[src/rtl/regfile_pkg.sv]
// Shared types and default parameter values for the sweep-clearable register file.
package regfile_pkg;

    typedef enum logic {
        IDLE  = 1'b0,
        CLEAR = 1'b1
    } clr_state_t;

    localparam int unsigned DEF_NREGS  = 32;
    localparam int unsigned DEF_WIDTH  = 32;
    localparam int unsigned DEF_NRD    = 2;
    localparam int unsigned DEF_BYPASS = 0;

endpackage

[src/rtl/regfile_z_param_if.sv]
// Write/read/clear bus of the register file; the master drives requests, the slave returns data.
interface regfile_z_param_if
    import regfile_pkg::*;
#(
    parameter int unsigned NREGS = DEF_NREGS,
    parameter int unsigned WIDTH = DEF_WIDTH,
    parameter int unsigned NRD   = DEF_NRD
) ();
    localparam int unsigned AW = $clog2(NREGS);

    logic                          wen;
    logic [AW-1:0]                 waddr;
    logic [WIDTH-1:0]              wdata;
    logic [NRD-1:0][AW-1:0]        raddr;
    logic [NRD-1:0][WIDTH-1:0]     rdata;
    logic                          clr_req;
    logic                          clr_busy;

    modport master (
        output wen, waddr, wdata, raddr, clr_req,
        input  rdata, clr_busy
    );

    modport slave (
        input  wen, waddr, wdata, raddr, clr_req,
        output rdata, clr_busy
    );

endinterface

[src/rtl/regfile_clear_fsm.sv]
// Sweep-clear sequencer: walks idx from 1 to NREGS-1, one register per cycle.
module regfile_clear_fsm
    import regfile_pkg::*;
#(
    parameter int unsigned NREGS = DEF_NREGS,
    parameter int unsigned AW    = $clog2(NREGS)
) (
    input  logic          clk,
    input  logic          reset,
    input  logic          i_clr_req,
    output logic          o_clr_busy,
    output logic          o_clr_we,
    output logic [AW-1:0] o_clr_idx
);

    localparam logic [AW-1:0] LAST_IDX  = AW'(NREGS - 1);
    localparam logic [AW-1:0] FIRST_IDX = AW'(1);

    clr_state_t    r_state;
    clr_state_t    w_state_nxt;
    logic [AW-1:0] r_idx;
    logic [AW-1:0] w_idx_nxt;

    always_ff @(posedge clk or posedge reset) begin
        if (reset) begin
            r_state <= IDLE;
            r_idx   <= FIRST_IDX;
        end else begin
            r_state <= w_state_nxt;
            r_idx   <= w_idx_nxt;
        end
    end

    // idx parks at 1 outside a sweep so a new sweep always starts at register 1
    always_comb begin
        w_state_nxt = r_state;
        w_idx_nxt   = r_idx;
        case (r_state)
            IDLE: begin
                if (i_clr_req) begin
                    w_state_nxt = CLEAR;
                    w_idx_nxt   = FIRST_IDX;
                end
            end
            CLEAR: begin
                if (r_idx == LAST_IDX) begin
                    w_state_nxt = IDLE;
                    w_idx_nxt   = FIRST_IDX;
                end else begin
                    w_idx_nxt = r_idx + AW'(1);
                end
            end
            default: begin
                w_state_nxt = IDLE;
                w_idx_nxt   = FIRST_IDX;
            end
        endcase
    end

    assign o_clr_busy = (r_state == CLEAR);
    assign o_clr_we   = (r_state == CLEAR);
    assign o_clr_idx  = r_idx;

endmodule

[src/rtl/regfile_z_param.sv]
// Parameterised register file with hardwired-zero r0, combinational reads,
// optional write forwarding and a one-register-per-cycle sweep clear.
module regfile_z_param
    import regfile_pkg::*;
#(
    parameter int unsigned NREGS  = DEF_NREGS,
    parameter int unsigned WIDTH  = DEF_WIDTH,
    parameter int unsigned NRD    = DEF_NRD,
    parameter int unsigned BYPASS = DEF_BYPASS
) (
    input  logic             clk,
    input  logic             reset,
    regfile_z_param_if.slave bus
);

    localparam int unsigned AW = $clog2(NREGS);

    logic [WIDTH-1:0]          r_regs [NREGS];
    logic                      w_clr_busy;
    logic                      w_clr_we;
    logic [AW-1:0]             w_clr_idx;
    logic                      w_wr_en;
    logic [NRD-1:0][WIDTH-1:0] w_rdata;

    regfile_clear_fsm #(
        .NREGS (NREGS),
        .AW    (AW)
    ) u_clear_fsm (
        .clk        (clk),
        .reset      (reset),
        .i_clr_req  (bus.clr_req),
        .o_clr_busy (w_clr_busy),
        .o_clr_we   (w_clr_we),
        .o_clr_idx  (w_clr_idx)
    );

    // Writes are only honoured while idle; r0 is never a legal target
    assign w_wr_en = bus.wen && (bus.waddr != '0) && !w_clr_busy;

    always_ff @(posedge clk or posedge reset) begin
        if (reset) begin
            for (int i = 0; i < int'(NREGS); i++) begin
                r_regs[i] <= '0;
            end
        end else if (w_clr_we) begin
            r_regs[w_clr_idx] <= '0;
        end else if (w_wr_en) begin
            r_regs[bus.waddr] <= bus.wdata;
        end
    end

    always_comb begin
        w_rdata = '0;
        for (int p = 0; p < int'(NRD); p++) begin
            w_rdata[p] = (bus.raddr[p] == '0) ? '0 : r_regs[bus.raddr[p]];
            if ((BYPASS != 0) && w_wr_en && (bus.waddr == bus.raddr[p])) begin
                w_rdata[p] = bus.wdata;
            end
        end
    end

    assign bus.rdata    = w_rdata;
    assign bus.clr_busy = w_clr_busy;

endmodule

[src/flat_wrapper.sv]
// flat-port wrapper written by rule: the top's interface ports become plain ports
module regfile_z_param_flat import regfile_pkg::*;
#(
    parameter int unsigned NREGS  = DEF_NREGS,
    parameter int unsigned WIDTH  = DEF_WIDTH,
    parameter int unsigned NRD    = DEF_NRD,
    parameter int unsigned BYPASS = DEF_BYPASS
)
  (clk, reset, bus_wen, bus_waddr, bus_wdata, bus_raddr, bus_clr_req, bus_rdata, bus_clr_busy);
  regfile_z_param_if #(.NREGS(NREGS), .WIDTH(WIDTH), .NRD(NRD)) bus_i ();
  input  logic clk;
  input  logic reset;
  input wire logic [$bits(bus_i.wen)-1:0] bus_wen;
  input wire logic [$bits(bus_i.waddr)-1:0] bus_waddr;
  input wire logic [$bits(bus_i.wdata)-1:0] bus_wdata;
  input wire logic [$bits(bus_i.raddr)-1:0] bus_raddr;
  input wire logic [$bits(bus_i.clr_req)-1:0] bus_clr_req;
  output wire logic [$bits(bus_i.rdata)-1:0] bus_rdata;
  output wire logic [$bits(bus_i.clr_busy)-1:0] bus_clr_busy;
  assign bus_i.wen = bus_wen;
  assign bus_i.waddr = bus_waddr;
  assign bus_i.wdata = bus_wdata;
  assign bus_i.raddr = bus_raddr;
  assign bus_i.clr_req = bus_clr_req;
  assign bus_rdata = bus_i.rdata;
  assign bus_clr_busy = bus_i.clr_busy;
  regfile_z_param #(.NREGS(NREGS), .WIDTH(WIDTH), .NRD(NRD), .BYPASS(BYPASS)) u_core (.clk(clk), .reset(reset), .bus(bus_i));
endmodule
[config.mk]
export PLATFORM = sky130hd
export DESIGN_NAME = regfile_z_param_flat
export DESIGN_NICKNAME = d
export VERILOG_FILES = /design/src/rtl/regfile_pkg.sv /design/src/rtl/regfile_z_param_if.sv /design/src/rtl/regfile_clear_fsm.sv /design/src/rtl/regfile_z_param.sv /design/src/flat_wrapper.sv
export SDC_FILE = /design/constraint.sdc
export NUM_CORES = 2
export LEC_CHECK = 0
export BUFFER_PORTS_ARGS = -buffer_cell sky130_fd_sc_hd__buf_2
export CORE_MARGIN = 2
export CORE_UTILIZATION = 45
export DETAILED_ROUTE_END_ITERATION = 10
export GPL_ROUTABILITY_DRIVEN = 0
export PLACE_DENSITY = 0.63
export RECOVER_POWER = 50
export SLEW_MARGIN = 40
export SYNTH_ARGS = -nofsm -noshare
export SYNTH_HDL_FRONTEND = slang
export SYNTH_SLANG_ARGS = --single-unit
[constraint.sdc]
create_clock -name clk -period 56.6 [get_ports clk]
set_clock_uncertainty 0.1 [all_clocks]
set_input_delay 16.98 -clock clk [delete_from_list [all_inputs] [get_ports clk]]
set_output_delay 16.98 -clock clk [all_outputs]
set_load 0.05 [all_outputs]
==> flow_metrics.env <==
export IMPL_startpoint_type="primary input"
export IMPL_insertion_delay_ns=0.70
export IMPL_area_growth_pct=11.98
export IMPL_routed_wl_mm=211.4
export IMPL_ys_warn_count=0
export IMPL_yosysSeqAreaShare_pct=48.76
export IMPL_synthMuxAreaShare_pct=22.87
export IMPL_synth_async_reset_ratio_pct=100.0
export IMPL_seq_area_um2=25780
export IMPL_htreeDepth=3
export IMPL_path_cells="buf_8 -> buf_4 -> buf_12 -> buf_16 -> buf_4 -> mux2i_1 -> a221oi_1 -> o21ai_0 -> a311oi_1 -> buf_2"
export IMPL_cp_arrival_ns=21.92
export IMPL_syn_avg_cell_area_um2=13.92
export IMPL_post_synth_xor_area_fraction_pct=0.03313
export IMPL_grt_overflow=0
export IMPL_cp_required_ns=39.52
export IMPL_synth_area_top_cells="dfrtp_1 (49%), mux4_2 (19%), a22o_1 (16%), clkbuf_1 (2.5%), mux2i_1 (2.4%)"
export IMPL_path_clk_slew_ns=0.06
export IMPL_violations="capacitance limit, slew limit"
export IMPL_cpPeakStageDelay_ns=0.81
export IMPL_critPathMostFrequentCell="buf_4"
export IMPL_drt_initial_drc_count=6403
export IMPL_drive_gt1_share_pct=26.51
export IMPL_leakage_nw=25.94
export IMPL_critPathBufInv=6
export IMPL_synthAdderAreaFrac_pct=0.1183
export IMPL_final_antenna_net_count=0
export IMPL_period_share_pct=68.91
export IMPL_status="complete, but fails checks"
export IMPL_holdWs_ns=0.4102
export IMPL_relSlewSlack_pct=-256.1
export IMPL_die_w_um=346.8
export IMPL_synth_most_common_cell="dfrtp_1"
export IMPL_power_density_nw_per_um2=37.57
export IMPL_nFillCells=9708
export IMPL_ys_seq_elements=1030
export IMPL_finalCriticalPeriod_ns=39.00
export IMPL_antenna_found_initial=10
export IMPL_globalRouteMet3Util_pct=12.50
export IMPL_cts_tree="built"
export IMPL_synth_top_area_cell="dfrtp_1"
export IMPL_cts_sinks=1030
export IMPL_hold_buffers=0
export IMPL_synth_edff_count=0
export IMPL_syn_nets=3854
export IMPL_crit_fanout=85
export IMPL_core_area_um2=116400
export IMPL_slew_violations=1420
export IMPL_num_vias=41290
export IMPL_maxCapViolations=40
export IMPL_io_pins=116
export IMPL_grt_first_pass_wirelength_mm=306.7
export IMPL_met2_usage_pct=49.49
export IMPL_postCtsSetupRepairBufs=0
export IMPL_endpoint_kind="primary output"
export IMPL_rows=125
export IMPL_crit_slowest_cell="buf_4"
export IMPL_fin_nets=3738
export IMPL_syn_area_um2=52870
export IMPL_first_pass_iters=8
export IMPL_dp_hpwl_mm=117.8
export IMPL_final_hold_violation_count=0
export IMPL_yosys_top_cells_count="dfrtp_1 (1029), a22o_1 (992), mux4_2 (448)"
export IMPL_grt_pass1_vias=40630
export IMPL_multi_input_area_um2=25420
export IMPL_path_delay_family="buffers and inverters"
export IMPL_synthDistinctLibCells=45
export IMPL_r2r_start="u_core.u_clear_fsm.o_clr_busy"
export IMPL_synthSimpleGateAreaFrac_pct=2.506
export IMPL_min_path_type="flip-flop to flip-flop"
export IMPL_timing_critical_path_from="bus_raddr[7]"
export IMPL_synth_top_family_by_area="multiplexers"
export IMPL_max_slew_worst_pin_slew_ns=5.341
export IMPL_drc=0
export IMPL_yosysTopAreaCellShare_pct=48.71
export IMPL_hp_start="u_core.r_regs[1001]"
export IMPL_fp_dieH_um=346.8
export IMPL_crit_type="primary input to primary output"
export IMPL_grt_max_degree=159
export IMPL_fmax_ghz=0.02564
export IMPL_ctsLongestPathBuffers=3
export IMPL_synth_compound_area_share_pct=21.77
export IMPL_grtUsageTotal_pct=34.97
export IMPL_port_buffers=115
export IMPL_cts_root_buf="clkbuf_16"
export IMPL_cts_resized=0
export IMPL_detail_route_wl_per_cell_um=39.82
export IMPL_vdd_ir_drop_max_v=0.00002621
export IMPL_synth_ff_type="dfrtp_1"
export IMPL_start_util_pct=45.43
export IMPL_met1_usage_pct=48.13
export IMPL_rsz0062_at_grt="false"
export IMPL_via_per_inst=7.776
export IMPL_synthesis_instances=3798
export IMPL_fin_setup_tns_ns=0
export IMPL_numCtsBuffers=111
export IMPL_grt_most_used_layer="met2"
export IMPL_die_area_um2=120200
export IMPL_setup_viol=0
## state kept, by name (all words and copies together) (netlist names)
name	flops
u_core.r_regs	1024
u_core.u_clear_fsm.o_clr_busy	1
u_core.u_clear_fsm.o_clr_idx	5
## layout by cell type (no fill, tap or decap), drive strengths merged, types with 4 or more instances in the layout
| cell | instances |
|---|---|
| nand2 | 43 |
| nor2b | 71 |
| nor2 | 32 |
| a22o | 992 |
| nand2b | 4 |
| nor3 | 4 |
| inv | 10 |
| and2 | 38 |
| diode | 9 |
| ha | 5 |
| mux4 | 448 |
| o21ai | 110 |
| a221oi | 44 |
| a31oi | 4 |
| buf | 228 |
| dfrtp | 1029 |
| a21oi | 28 |
| a311oi | 64 |
| or3b | 4 |
| mux2i | 128 |
| a211oi | 64 |
| and3 | 5 |
| clkinv | 29 |
| bufinv | 14 |
| nor4 | 7 |
| a22oi | 64 |
| o2111ai | 20 |
| mux2 | 64 |
| clkbuf | 200 |
## layout make-up
type,count,area share (%)
diodes,9,0.03804
clock inverters,47,1.137
flip-flops and latches,1030,43.54
multi-input cells,2262,42.94
well taps,1524,3.221
inverters,9,0.06975
repair buffers,268,3.426
clock buffers,160,5.630
## cell families after synthesis
| logic type | after synthesis |
|---|---|
| XOR/XNOR | 2 |
| adder cells (fa/ha/maj) | 5 |
| AO/OA/AOI/OAI | 1393 |
| buffers and inverters | 506 |
| flip-flops | 1030 |
| multiplexers | 640 |
| AND/OR/NAND/NOR | 222 |
## per-layer routing
| metal | part of all wire, % | vias up |
|---|---|---|
| met5 | 0.0071 | - |
| met4 | 5.4 | 4 |
| met3 | 14 | 652 |
| met2 | 43 | 3517 |
| met1 | 38 | 21830 |
| li1 | - | 15280 |
## through the flow
| step | util (%) | std cells | setup slack (ns) | power (mW) | cell area, um2 |
|---|---|---|---|---|---|
| CTS | 51.02 | 5292 | 17.91 | 2.215 | 59370 |
| finish | 50.88 | 5309 | 17.60 | 2.224 | 59200 |
| global placement | 47.22 | 5063 | 17.92 | 1.404 | 54950 |
| global route | 50.86 | 5303 | 17.60 | 2.288 | 59180 |
| detailed placement | 47.58 | 5085 | 17.90 | 1.420 | 55360 |
| floorplan | - | 3798 | 10.54 | 1.244 | 52870 |
## worst paths after layout
| path | end | slack (ns) | cells after the start |
|---|---|---|---|
| max reg2reg | u_core.r_regs[137] | 49.23 | 7 |
| min | u_core.r_regs[1001] | 0.41 | 1 |
| min reg2reg | u_core.r_regs[1001] | 0.41 | 1 |
| min in group asynchronous | u_core.r_regs[724] | 17.78 | 2 |
| max in group asynchronous | u_core.r_regs[649] | 29.42 | 7 |
| max | bus_rdata[38] | 17.60 | 10 |
## where the power goes
group / switching, mW / total, mW / leakage, nW / internal [mW]
clock: 0.327 / 0.800 / 1.99 / 0.473
sequential: 0.0936 / 0.941 / 14.3 / 0.847
combinational: 0.272 / 0.483 / 9.69 / 0.211
total: 0.693 / 2.22 / 25.9 / 1.53
Power figures use the tool's default switching activity.
